--- config.mk ---
export PLATFORM = sky130hd
export DESIGN_NAME = reg_wb_arbiter
export DESIGN_NICKNAME = d
export VERILOG_FILES = /design/src/rtl/reg_wb_arbiter.sv
export SDC_FILE = /design/constraint.sdc
export NUM_CORES = 1
export LEC_CHECK = 0
export CORE_MARGIN = 4
export CORE_UTILIZATION = 50
export DETAILED_ROUTE_END_ITERATION = 16
export PLACE_DENSITY_LB_ADDON = 0.2
export SLEW_MARGIN = 20
export SYNTH_ARGS = -nofsm -noshare
export SYNTH_HDL_FRONTEND = slang
export SYNTH_HIERARCHICAL = 1
export SYNTH_SLANG_ARGS = --single-unit
--- constraint.sdc ---
create_clock -name clk -period 7.98 [get_ports clk]
set_input_delay 1.197 -clock clk [delete_from_list [all_inputs] [get_ports clk]]
set_output_delay 1.197 -clock clk [all_outputs]
set_load 0.02 [all_outputs]
--- src/rtl/reg_wb_arbiter.sv ---
// rtl/reg_wb_arbiter.sv - Round-robin writeback arbiter merging two write queues into one register-file port
//
// Purpose:
//   Two requesters (A = ALU, B = load unit) each push {rd, data} into their own
//   FIFO. Each cycle the non-empty queue heads are arbitrated round-robin and
//   the winner is popped straight into the registered register-file write
//   stage (rf_we / rf_rw / rf_busw). Writes to x0 consume their slot and their
//   arbitration turn, but leave rf_we low.
//
// Optional feature:
//   REG_WB_ARBITER_BYPASS_EN - adds a combinational lookup port (q_addr ->
//   q_hit / q_data) that searches the queued entries and the output stage for
//   the newest pending value of a register.
//
// Ports (reg_wb_arbiter):
//   clk               sole clock, rising edge
//   rst_n             asynchronous active-low reset
//   a_valid/a_ready   requester A handshake; a_ready = A queue not full
//   a_rd, a_data      requester A destination register and write data
//   b_valid/b_ready   requester B handshake; b_ready = B queue not full
//   b_rd, b_data      requester B destination register and write data
//   rf_we             register-file write enable (registered)
//   rf_rw             register-file write address (registered)
//   rf_busw           register-file write data (registered)
//   busy              any entry queued or a write in the output stage
//   q_addr            (bypass only) register to look up
//   q_hit             (bypass only) a pending write to q_addr exists
//   q_data            (bypass only) newest pending value, zero on miss
//
// Ports (reg_wb_arbiter_fifo):
//   i_push/i_pop      push and pop strobes; caller guarantees !full / !empty
//   i_rd, i_data      entry written on push
//   o_full, o_empty   occupancy flags, registered-state derived only
//   o_head_rd/_data   oldest entry
//   i_q_addr          (bypass only) lookup register
//   o_q_hit/o_q_data  (bypass only) youngest matching queued entry

module reg_wb_arbiter_fifo #(
    parameter int DEPTH = 2
) (
    input  logic        clk,
    input  logic        rst_n,
    input  logic        i_push,
    input  logic [4:0]  i_rd,
    input  logic [31:0] i_data,
    input  logic        i_pop,
    output logic        o_full,
    output logic        o_empty,
    output logic [4:0]  o_head_rd,
    output logic [31:0] o_head_data
`ifdef REG_WB_ARBITER_BYPASS_EN
    ,
    input  logic [4:0]  i_q_addr,
    output logic        o_q_hit,
    output logic [31:0] o_q_data
`endif
);

    localparam int AW = (DEPTH > 1) ? $clog2(DEPTH) : 1;
    localparam int CW = $clog2(DEPTH + 1);

    logic [4:0]    r_mem_rd   [DEPTH];
    logic [31:0]   r_mem_data [DEPTH];
    logic [AW-1:0] r_wr_ptr;
    logic [AW-1:0] r_rd_ptr;
    logic [CW-1:0] r_cnt;

    // Pointers wrap naturally because DEPTH is a power of two; the separate
    // count tells full from empty when the pointers are equal.
    always_ff @(posedge clk or negedge rst_n) begin
        if (!rst_n) begin
            r_wr_ptr <= '0;
            r_rd_ptr <= '0;
            r_cnt    <= '0;
        end else begin
            if (i_push) begin
                r_wr_ptr <= r_wr_ptr + 1'b1;
            end
            if (i_pop) begin
                r_rd_ptr <= r_rd_ptr + 1'b1;
            end
            case ({i_push, i_pop})
                2'b10:   r_cnt <= r_cnt + 1'b1;
                2'b01:   r_cnt <= r_cnt - 1'b1;
                default: r_cnt <= r_cnt;
            endcase
        end
    end

    // Storage needs no reset: validity is carried entirely by r_cnt.
    always_ff @(posedge clk) begin
        if (i_push) begin
            r_mem_rd[r_wr_ptr]   <= i_rd;
            r_mem_data[r_wr_ptr] <= i_data;
        end
    end

    assign o_full      = (r_cnt == CW'(DEPTH));
    assign o_empty     = (r_cnt == '0);
    assign o_head_rd   = r_mem_rd[r_rd_ptr];
    assign o_head_data = r_mem_data[r_rd_ptr];

`ifdef REG_WB_ARBITER_BYPASS_EN
    logic [AW-1:0] w_idx;

    // Walk valid entries oldest to youngest so the last match (youngest) wins.
    always_comb begin
        o_q_hit  = 1'b0;
        o_q_data = '0;
        w_idx    = '0;
        for (int i = 0; i < DEPTH; i++) begin
            w_idx = r_rd_ptr + AW'(i);
            if ((CW'(i) < r_cnt) && (r_mem_rd[w_idx] == i_q_addr)) begin
                o_q_hit  = 1'b1;
                o_q_data = r_mem_data[w_idx];
            end
        end
    end
`endif

endmodule

module reg_wb_arbiter #(
    parameter int FIFO_DEPTH = 2
) (
    input  logic        clk,
    input  logic        rst_n,
    input  logic        a_valid,
    output logic        a_ready,
    input  logic [4:0]  a_rd,
    input  logic [31:0] a_data,
    input  logic        b_valid,
    output logic        b_ready,
    input  logic [4:0]  b_rd,
    input  logic [31:0] b_data,
    output logic        rf_we,
    output logic [4:0]  rf_rw,
    output logic [31:0] rf_busw,
    output logic        busy
`ifdef REG_WB_ARBITER_BYPASS_EN
    ,
    input  logic [4:0]  q_addr,
    output logic        q_hit,
    output logic [31:0] q_data
`endif
);

    logic        w_a_push;
    logic        w_b_push;
    logic        w_a_full;
    logic        w_b_full;
    logic        w_a_empty;
    logic        w_b_empty;
    logic [4:0]  w_a_head_rd;
    logic [4:0]  w_b_head_rd;
    logic [31:0] w_a_head_data;
    logic [31:0] w_b_head_data;
    logic        w_grant_a;
    logic        w_grant_b;
    logic [4:0]  w_win_rd;
    logic [31:0] w_win_data;

    logic        r_rf_we;
    logic [4:0]  r_rf_rw;
    logic [31:0] r_rf_busw;
    // Set when A won the last grant, so B is favoured on the next contention.
    logic        r_prio_b;

    // Ready comes only from registered occupancy, so a pop in the same cycle
    // never lets a full queue accept.
    assign a_ready  = !w_a_full;
    assign b_ready  = !w_b_full;
    assign w_a_push = a_valid && !w_a_full;
    assign w_b_push = b_valid && !w_b_full;

`ifdef REG_WB_ARBITER_BYPASS_EN
    logic        w_a_hit;
    logic        w_b_hit;
    logic [31:0] w_a_qdata;
    logic [31:0] w_b_qdata;
    logic        w_out_hit;
`endif

    reg_wb_arbiter_fifo #(
        .DEPTH (FIFO_DEPTH)
    ) u_fifo_a (
        .clk         (clk),
        .rst_n       (rst_n),
        .i_push      (w_a_push),
        .i_rd        (a_rd),
        .i_data      (a_data),
        .i_pop       (w_grant_a),
        .o_full      (w_a_full),
        .o_empty     (w_a_empty),
        .o_head_rd   (w_a_head_rd),
        .o_head_data (w_a_head_data)
`ifdef REG_WB_ARBITER_BYPASS_EN
        ,
        .i_q_addr    (q_addr),
        .o_q_hit     (w_a_hit),
        .o_q_data    (w_a_qdata)
`endif
    );

    reg_wb_arbiter_fifo #(
        .DEPTH (FIFO_DEPTH)
    ) u_fifo_b (
        .clk         (clk),
        .rst_n       (rst_n),
        .i_push      (w_b_push),
        .i_rd        (b_rd),
        .i_data      (b_data),
        .i_pop       (w_grant_b),
        .o_full      (w_b_full),
        .o_empty     (w_b_empty),
        .o_head_rd   (w_b_head_rd),
        .o_head_data (w_b_head_data)
`ifdef REG_WB_ARBITER_BYPASS_EN
        ,
        .i_q_addr    (q_addr),
        .o_q_hit     (w_b_hit),
        .o_q_data    (w_b_qdata)
`endif
    );

    // Round-robin: A wins unless B also has work and A won last time.
    always_comb begin
        w_grant_a  = !w_a_empty && (w_b_empty || !r_prio_b);
        w_grant_b  = !w_b_empty && !w_grant_a;
        w_win_rd   = w_grant_a ? w_a_head_rd   : w_b_head_rd;
        w_win_data = w_grant_a ? w_a_head_data : w_b_head_data;
    end

    always_ff @(posedge clk or negedge rst_n) begin
        if (!rst_n) begin
            r_rf_we   <= 1'b0;
            r_rf_rw   <= '0;
            r_rf_busw <= '0;
            r_prio_b  <= 1'b0;
        end else if (w_grant_a || w_grant_b) begin
            // An x0 entry still loads the stage and uses its turn, but never writes.
            r_rf_we   <= (w_win_rd != 5'd0);
            r_rf_rw   <= w_win_rd;
            r_rf_busw <= w_win_data;
            r_prio_b  <= w_grant_a;
        end else begin
            r_rf_we   <= 1'b0;
        end
    end

    assign rf_we   = r_rf_we;
    assign rf_rw   = r_rf_rw;
    assign rf_busw = r_rf_busw;
    assign busy    = !w_a_empty || !w_b_empty || r_rf_we;

`ifdef REG_WB_ARBITER_BYPASS_EN
    assign w_out_hit = r_rf_we && (r_rf_rw == q_addr);

    always_comb begin
        q_hit  = (q_addr != 5'd0) && (w_a_hit || w_b_hit || w_out_hit);
        q_data = '0;
        if (q_hit) begin
            if (w_a_hit) begin
                q_data = w_a_qdata;
            end else if (w_b_hit) begin
                q_data = w_b_qdata;
            end else begin
                q_data = r_rf_busw;
            end
        end
    end
`endif

endmodule

==> metrics.md, run 1 <==
| Metric | Value |
|---|---|
| Run status | `finished, final reports clean` |
| Mean area per synthesized cell | `18.0 um2` |
| Portion of the post-synthesis area used by sequential elements | `70.2%` |
| Power per cell area | `410 nW/um2` |
| Number of ports placed on the die boundary | `119` |
| Antenna Nets Post-Route | `0` |
| CTS max path bufs | `2` |
| Most common cell after layout, fill and taps aside | `sky130_fd_sc_hd__edfxtp_1` |
| Critical Path RT | `6780 ps` |
| Via count | `4187` |
| Worst Clk Skew | `5.28 ps` |
| Setup_tns | `0 ps` |
| Post-Place Cells | `753` |
| Number of global-route vias before repair | `4568` |
| Number of vias per cell after detailed routing | `5.33` |
| Final std cell area, no fill | `9940 um2` |
| Wire length after detailed routing | `15900 um` |
| Worst Setup Start Kind | `register` |
| Unrepaired setup endpoints after global routing | `false` |
| Core utilization of the finished layout | `64.5%` |
| Arrival time at the worst endpoint | `2420 ps` |
| Die footprint | `18100 um2` |
| Post-synth top area share | `55.5%` |
| Total design power | `4.07 mW` |
| LEAKAGE | `3.59 nW` |
| Fin crit period | `3620 ps` |
| CTS tree | `built` |
| Net count of the mapped netlist | `525` |
| Synth warnings | `6` |
| Most frequent cells in the layout | `sky130_fd_sc_hd__edfxtp_1, sky130_fd_sc_hd__clkdlybuf4s50_1, sky130_fd_sc_hd__dfrtp_1` |
| Total of max-cap violations | `0` |
| Clk sinks | `195` |
| Largest area contributor in the synthesized netlist | `sky130_fd_sc_hd__edfxtp_1` |
| Largest voltage drop on the vdd net | `208 uV` |
| Final count of negative-setup-slack endpoints | `0` |
| Final weighted congestion in routability-driven placement | `0.766` |
| Post-CTS Setup Repair Bufs | `0` |
| Area of the core | `15400 um2` |
| Crit Path Class | `reg2out` |
| Critical Path Max Stage Delay | `800 ps` |
| Total count of hold-check failures in the final report | `0` |
| Minimum setup slack in the final design | `4360 ps` |
| Hold-fix buffers, CTS | `0` |
| Library cell used as clock root buffer | `sky130_fd_sc_hd__clkbuf_16` |
| Path category of the worst min-delay check | `reg2reg` |
| Worst-path fanout max | `40` |
| Area growth from synthesis to layout | `24.2%` |
| Final count of pins violating max slew | `0` |
| Diode count | `0` |
| Library cells used by synthesis | `25` |
| Fillcell total | `1120` |
| Pin count of the biggest net entering global routing | `48` |
| Fmax | `0.277 GHz` |
| Placement row count | `45` |
| Drt first-iter violations | `305` |
| Cell-by-cell listing of the critical path | `nor2_4 > nand3b_1 > clkdlybuf4s50_1` |
| Element type at the critical path end | `output pin` |
| Drt first pass iters | `4` |
| Number of H-tree levels | `4` |
| Half-perimeter wire length after placement | `9890 um` |
| Non-filler instance count after layout | `786` |
| Ratio of final minimum period to clock period | `45.3%` |
| #FFs+latches synth | `195` |
| Clock-pin slew on the worst setup and hold paths | `70 ps` |
| Placement Cell Area | `9320 um2` |
| DRC errors left | `0` |
| Net count reported at finish | `642` |
| Slowest cell on the critical path | `sky130_fd_sc_hd__nor2_4` |
| Netlist Area Pre-Place | `8010 um2` |
| Leading cell types by total area after synthesis | `sky130_fd_sc_hd__edfxtp_1, sky130_fd_sc_hd__dfrtp_1, sky130_fd_sc_hd__mux2_4` |
| Synth Instances | `445` |
| Number of antenna violations at the first check in global routing | `0` |
| Chip width | `135 um` |
| Fraction of final layout cells with drive strength greater than 1 | `25.7%` |
| Measured slew at the worst slew-check pin | `1070 ps` |
| Final-layout worst hold slack | `546 ps` |
| Avg WL per Cell | `20.2 um` |
| Vert. Die Dim | `135 um` |
| Number of CTS-inserted buffers | `17` |
| Worst setup slack before clock tree synthesis | `4670 ps` |
| Post-CTS resize count | `0` |
| Initial core utilization | `51.9%` |
| Worst max-slew margin expressed relative to the limit | `28.9%` |
| Quantity of I/O buffers inserted on ports | `118` |
| Latest clock arrival within the worst-skew pair | `430 ps` |
| Overall routing resource usage | `17.9%` |
| GRT Residual Overflow | `0` |
| First-pass GRT wire length | `24500 um` |
worst max-delay path, delay by kind of cell, from the launching register on:
kind	cells	cell delay (ps)
flip-flops	1	450
buffers and inverters	1	580
AND/OR/NAND/NOR	2	950
report_power, final:
part           internal, mW  switching (mW)
clock network         0.500           0.359
registers              1.44           0.198
logic                 0.804           0.777
flip-flops by register name, summed over array words and instances, names as in the netlist, 2 cells and up:
signal	count
u_fifo_a/r_mem_data	64
rf_rw	5
u_fifo_b/r_mem_data	64
u_fifo_a/r_cnt	2
u_fifo_b/r_cnt	2
rf_busw	32
u_fifo_b/r_mem_rd	10
u_fifo_a/r_mem_rd	10
synthesized netlist by cell type (all sizes together):
cell,n
edfxtp,148
mux2,74
dfrtp,47
mux2i,38
nand2,38
o221a,37
buf,22
nor2,8
xor2,6
inv,5
nor2b,4
xnor2,4
clkbuf,3
and2,2
ha,2
nand2b,2
or4,2
nand3b,1
o21ai,1
o21bai,1
layer usage:
metal	track usage, %	part of all wire, %	routed length [um]	up-vias
li1	-	-	-	1952
met4	5.66	1.4	228	0
met5	0	0	0	-
met2	31.0	51	8140	111
met1	22.4	42	6700	2109
met3	4.32	5.2	825	15
worst paths after layout:
path	start	end	slack, ps	cells after the start
worst max-delay path	u_fifo_a/r_cnt[0]	busy	4360	3
worst min-delay path	u_fifo_b/r_wr_ptr	u_fifo_b/r_wr_ptr	550	1
worst max register to register	u_fifo_a/r_cnt[0]	u_fifo_b/r_cnt[1]	4720	8
worst min register to register	u_fifo_b/r_wr_ptr	u_fifo_b/r_wr_ptr	550	1
max in group asynchronous	rst_n	u_fifo_b/r_rd_ptr	6620	2
min in group asynchronous	rst_n	rf_busw[26]	860	2
area by class of cell:
class | count | area, um2 | area share [%]
clock buffer | 19 | 443 | 4.45
clock inverter | 13 | 160 | 1.61
inverter | 5 | 18.8 | 0.189
multi-input combinational | 220 | 2190 | 22.1
sequential | 195 | 5630 | 56.6
tap | 211 | 264 | 2.66
timing repair buffer | 123 | 1240 | 12.5
kinds of logic after synthesis:
group                      Yosys count  share of synthesized area [%]
AOI/OAI and AO/OA                   39                           5.36
xor gates and xnor gates            10                           1.09
adders and majority gates            2                          0.312
buffers and inverters               30                           2.81
DFF                                195                           70.2
muxes                              112                           17.0
and+or+nand+nor                     57                           3.19
(Power assumes the default switching activity.)
==> run 2: changes to the inputs <==
==> constraint.sdc (replaced) <==
create_clock -name clk -period 3.34 [get_ports clk]
set_input_delay 0.501 -clock clk [delete_from_list [all_inputs] [get_ports clk]]
set_output_delay 0.501 -clock clk [all_outputs]
set_load 0.02 [all_outputs]
==> metrics.md, run 2 (same netlist as run 1, synthesis figures left out) <==
| Metric | Value |
|---|---|
| Overall routing resource usage | `18.3%` |
| Number of vias per cell after detailed routing | `5.41` |
| Top Metal Used | `met4` |
| Clk sinks | `195` |
| Setup_tns | `0 ps` |
| Fraction of final layout cells with drive strength greater than 1 | `26.5%` |
| Final std cell area, no fill | `9980 um2` |
| Clock-pin slew on the worst setup and hold paths | `60 ps` |
| Cell class contributing the biggest share of worst-path delay | `simple AND/OR/NAND/NOR gates` |
| Met3 Routed Length | `964 um` |
| Power per cell area | `981 nW/um2` |
| Routed wire length on met2 | `8050 um` |
| Via count | `4289` |
| Final count of negative-setup-slack endpoints | `0` |
| Latest clock arrival within the worst-skew pair | `420 ps` |
| Fin crit period | `2540 ps` |
| Avg WL per Cell | `20.3 um` |
| Post-CTS Setup Repair Bufs | `0` |
| Element type at the critical path end | `output pin` |
| Antenna Nets Post-Route | `0` |
| Total of max-cap violations | `0` |
| Critical Path Max Stage Delay | `570 ps` |
| Worst Clk Skew | `7.92 ps` |
| Area of the core | `15400 um2` |
| Measured slew at the worst slew-check pin | `806 ps` |
| Placement row count | `45` |
| Cell-by-cell listing of the critical path | `nor2_4 > nand3b_1 > clkdlybuf4s50_1` |
| Half-perimeter wire length after placement | `10700 um` |
| Number of ports placed on the die boundary | `119` |
| Most frequent cells in the layout | `sky130_fd_sc_hd__edfxtp_1, sky130_fd_sc_hd__clkdlybuf4s50_1, sky130_fd_sc_hd__dfrtp_1` |
| Hold-fix buffers, CTS | `0` |
| Chip width | `135 um` |
| Number of global-route vias before repair | `4642` |
| Crit Path Class | `reg2out` |
| Critical Path RT | `2840 ps` |
| Drt first pass iters | `4` |
| Die footprint | `18100 um2` |
| Fmax | `0.393 GHz` |
| Unrepaired setup endpoints after global routing | `false` |
| Worst Setup Start Kind | `register` |
| Diode count | `0` |
| Ratio of final minimum period to clock period | `76.2%` |
| Quantity of I/O buffers inserted on ports | `118` |
| First-pass GRT wire length | `24900 um` |
| Worst-path fanout max | `18` |
| Number of antenna violations at the first check in global routing | `0` |
| Final weighted congestion in routability-driven placement | `0.779` |
| Vert. Die Dim | `135 um` |
| CTS tree | `built` |
| Initial core utilization | `51.9%` |
| Net count reported at finish | `649` |
| Pin count of the biggest net entering global routing | `39` |
| Total count of hold-check failures in the final report | `0` |
| M1 wire length | `6780 um` |
| LEAKAGE | `3.62 nW` |
| Largest voltage drop on the vdd net | `528 uV` |
| Most common cell after layout, fill and taps aside | `sky130_fd_sc_hd__edfxtp_1` |
| Worst max-slew margin expressed relative to the limit | `46.3%` |
| Slowest cell on the critical path | `sky130_fd_sc_hd__clkdlybuf4s50_1` |
| Number of H-tree levels | `4` |
| Post-CTS resize count | `0` |
| Arrival time at the worst endpoint | `2040 ps` |
| Buf+Inv Stages, Crit Path | `1` |
| Drt first-iter violations | `257` |
| Number of CTS-inserted buffers | `17` |
| Final count of pins violating max slew | `0` |
| Area growth from synthesis to layout | `24.7%` |
| CTS max path bufs | `2` |
| Run status | `finished, final reports clean` |
| Wire length after detailed routing | `16100 um` |
| DRC errors left | `0` |
| Placement Cell Area | `9380 um2` |
| GRT Residual Overflow | `0` |
| Path category of the worst min-delay check | `in2async` |
| Library cell used as clock root buffer | `sky130_fd_sc_hd__clkbuf_16` |
run 2: cell types whose count changed in the layout (fill, tap and decap cells not counted), sizes merged:
cell / previous run / this run
buf: 6 / 13
clkbuf: 19 / 21
clkinv: 8 / 6
run 2: report_power, final:
part           switching (mW)  total [mW]  internal, mW  leakage, nW
Sequential              0.422        3.85          3.43         1.91
Clock                   0.822        2.05          1.23        0.296
Combinational            1.94        3.89          1.95         1.42
Total                    3.19        9.79          6.61         3.62
run 2: layout make-up:
cell class	instances	area [um2]
Tap cell	211	264
Clock inverter	11	134
Sequential cell	195	5620
Timing Repair Buffer	130	1280
Multi-Input combinational cell	220	2190
Fill cell	1084	5450
Inverter	5	18.8
Clock buffer	21	470
run 2: worst paths after layout:
kind | startpoint | to | slack [ps] | cells after the start
setup / recovery | u_fifo_a/r_cnt[0] | busy | 800 | 3
hold / removal | rst_n | rf_busw[27] | 160 | 1
min in group clk | u_fifo_b/r_wr_ptr | u_fifo_b/r_wr_ptr | 540 | 1
hold reg to reg | u_fifo_b/r_wr_ptr | u_fifo_b/r_wr_ptr | 540 | 1
setup reg to reg | u_fifo_b/r_cnt[0] | u_fifo_b/r_cnt[1] | 1190 | 8
max in group asynchronous | rst_n | rf_busw[6] | 2430 | 2
run 2: metal layers:
layer / track usage, % / vias up
li1: - / 1963
met1: 24.2 / 2162
met2: 29.7 / 139
met3: 4.36 / 25
met4: 6.79 / 0
met5: 0 / -
run 2: per-stage QoR:
stage / std cells / setup WS [ps] / hold WS, ps / power, mW / utilization, %
final: 793 / 796 / 164 / 9.79 / 64.7
after global routing: 793 / 704 / 210 / 10.3 / 64.7
after CTS: 793 / 780 / 177 / 9.89 / 64.7
after detailed placement: 761 / 824 / 534 / 7.82 / 60.8
after global placement: 761 / 855 / 523 / 7.66 / 60.8
after floorplan: 445 / 566 / 205 / 6.61 / -
==> run 3: changes to the inputs <==
--- a/config.mk
+++ b/config.mk
@@ -6,7 +6,7 @@
 export NUM_CORES = 1
 export LEC_CHECK = 0
 export CORE_MARGIN = 4
-export CORE_UTILIZATION = 50
+export CORE_UTILIZATION = 49
 export DETAILED_ROUTE_END_ITERATION = 16
 export PLACE_DENSITY_LB_ADDON = 0.2
 export SLEW_MARGIN = 20
==> constraint.sdc (replaced) <==
create_clock -name clk -period 2.3 [get_ports clk]
set_input_delay 0.345 -clock clk [delete_from_list [all_inputs] [get_ports clk]]
set_output_delay 0.345 -clock clk [all_outputs]
set_load 0.02 [all_outputs]
==> metrics.md, run 3 (same netlist as run 1, synthesis figures left out) <==
| Metric | Value |
|---|---|
| Crit Path Class | `reg2out` |
| Total of max-cap violations | `0` |
| Number of global-route vias before repair | `4846` |
| Final count of negative-setup-slack endpoints | `0` |
| LEAKAGE | `3.67 nW` |
| Cell-by-cell listing of the critical path | `nor2_4 > nand3b_1 > clkdlybuf4s50_1` |
| Net count reported at finish | `657` |
| Fin crit period | `2070 ps` |
| Fillcell total | `1183` |
| Placement Cell Area | `9470 um2` |
| Antenna Nets Post-Route | `0` |
| Fraction of final layout cells with drive strength greater than 1 | `26.3%` |
| Most common cell after layout, fill and taps aside | `sky130_fd_sc_hd__edfxtp_1` |
| Final std cell area, no fill | `10100 um2` |
| Worst setup slack before clock tree synthesis | `335 ps` |
| Unrepaired setup endpoints after global routing | `false` |
| Measured slew at the worst slew-check pin | `729 ps` |
| Power per cell area | `1440 nW/um2` |
| Element type at the critical path end | `output pin` |
| Combined flip-flop and latch cell area | `5620 um2` |
| Drt first pass iters | `4` |
| Placement row count | `46` |
| DRC errors left | `0` |
| Critical Path Max Stage Delay | `560 ps` |
| Avg WL per Cell | `20.7 um` |
| Arrival time at the worst endpoint | `1730 ps` |
| Final count of pins violating max slew | `0` |
| Total count of hold-check failures in the final report | `0` |
| Number of vias per cell after detailed routing | `5.38` |
| Die footprint | `18400 um2` |
| Worst Setup Start Kind | `register` |
| Cell class contributing the biggest share of worst-path delay | `buffers and inverters` |
| Final weighted congestion in routability-driven placement | `0.766` |
| Fmax | `0.483 GHz` |
| Buf+Inv Stages, Crit Path | `1` |
| Worst Clk Skew | `11.8 ps` |
| Path category of the worst min-delay check | `in2reg` |
| GRT Residual Overflow | `0` |
| Drt first-iter violations | `280` |
| Number of antenna violations at the first check in global routing | `0` |
| CTS tree | `built` |
| Run status | `finished, final reports clean` |
| Library cell used as clock root buffer | `sky130_fd_sc_hd__clkbuf_16` |
| Most frequent cells in the layout | `sky130_fd_sc_hd__edfxtp_1, sky130_fd_sc_hd__clkdlybuf4s50_1, sky130_fd_sc_hd__dfrtp_1` |
| Largest voltage drop on the vdd net | `836 uV` |
| Total design power | `14.5 mW` |
| Area of the core | `15900 um2` |
| Worst-path fanout max | `4` |
| Worst max-slew margin expressed relative to the limit | `51.4%` |
| Initial core utilization | `50.2%` |
| Clock-pin slew on the worst setup and hold paths | `60 ps` |
| CTS max path bufs | `2` |
| Core utilization of the finished layout | `63.4%` |
| Pin count of the biggest net entering global routing | `39` |
| Half-perimeter wire length after placement | `10800 um` |
| Ratio of final minimum period to clock period | `90.0%` |
| Setup_tns | `0 ps` |
| Chip width | `136 um` |
| Overall routing resource usage | `19.0%` |
| Vert. Die Dim | `136 um` |
| Wire length after detailed routing | `16600 um` |
| Diode count | `0` |
| First-pass GRT wire length | `26200 um` |
| Number of H-tree levels | `4` |
| Clk sinks | `195` |
| Latest clock arrival within the worst-skew pair | `420 ps` |
| Area growth from synthesis to layout | `26.2%` |
| Critical Path RT | `1960 ps` |
| Post-CTS Setup Repair Bufs | `0` |
| Via count | `4328` |
| Slowest cell on the critical path | `sky130_fd_sc_hd__clkdlybuf4s50_1` |
| Number of ports placed on the die boundary | `119` |
| Number of CTS-inserted buffers | `17` |
| Quantity of I/O buffers inserted on ports | `118` |
| Minimum setup slack in the final design | `229 ps` |
| Multi-input logic area | `2190 um2` |
[run 3: cell types whose count changed in the layout (fill, tap and decap cells not counted), sizes merged]
cell / delta
buf: +7
bufinv: +2
clkbuf: +4
clkinv: -5
clkinvlp: -2
dlygate4sd3: +1
[run 3: worst paths after layout]
path	cells after the start	start	to	slack [ps]
min	1	b_data[6]	u_fifo_b/r_mem_data[0][6]	500
max reg2reg	6	u_fifo_b/r_cnt[0]	u_fifo_b/r_cnt[1]	330
max in group asynchronous	3	rst_n	rf_busw[28]	1130
max	3	u_fifo_a/r_cnt[0]	busy	230
min in group asynchronous	2	rst_n	rf_busw[22]	520
min reg2reg	1	u_fifo_b/r_wr_ptr	u_fifo_b/r_wr_ptr	540
[run 3: power breakdown]
part	total [mW]	switching (mW)	internal, mW
registers	5.51	0.541	4.97
clock network	3.13	1.18	1.95
logic	5.89	2.94	2.94
[run 3: cell type report]
type	count	area share, %
clock buffers	25	4.61
well taps	216	2.67
flip-flops and latches	195	55.6
inverters	5	0.186
clock inverters	6	1.54
multi-input cells	220	21.7
repair buffers	138	13.6
[run 3: timing repair]
action | CTS | global route
resized for setup | 0 | 0
endpoints found under the hold margin | 26 | 0
hold buffers | 1 | 0
[run 3: worst register-to-register path: stages (launching register included)]
cell,delay [ps]
sky130_fd_sc_hd__dfrtp_1,450
sky130_fd_sc_hd__nor2_4,170
sky130_fd_sc_hd__buf_4,470
sky130_fd_sc_hd__nor2_1,170
sky130_fd_sc_hd__ha_1,340
sky130_fd_sc_hd__nor2_1,140
sky130_fd_sc_hd__xor2_1,160
[run 3: per-layer routing]
layer	vias up	share of wire, %	wire length (um)	GRT usage, %
met5	-	0	0	0
met4	0	1.1	191	5.38
met3	16	4.5	747	5.14
met2	120	53	8810	33.3
met1	2214	41	6890	23.3
li1	1978	-	-	-
[run 3: metrics by stage]
step,hold WS (ps),instances
6_report,496,805
3_3_place_gp,431,773
3_5_place_dp,437,773
4_1_cts,479,805
2_1_floorplan,49.4,445
5_1_grt,476,805
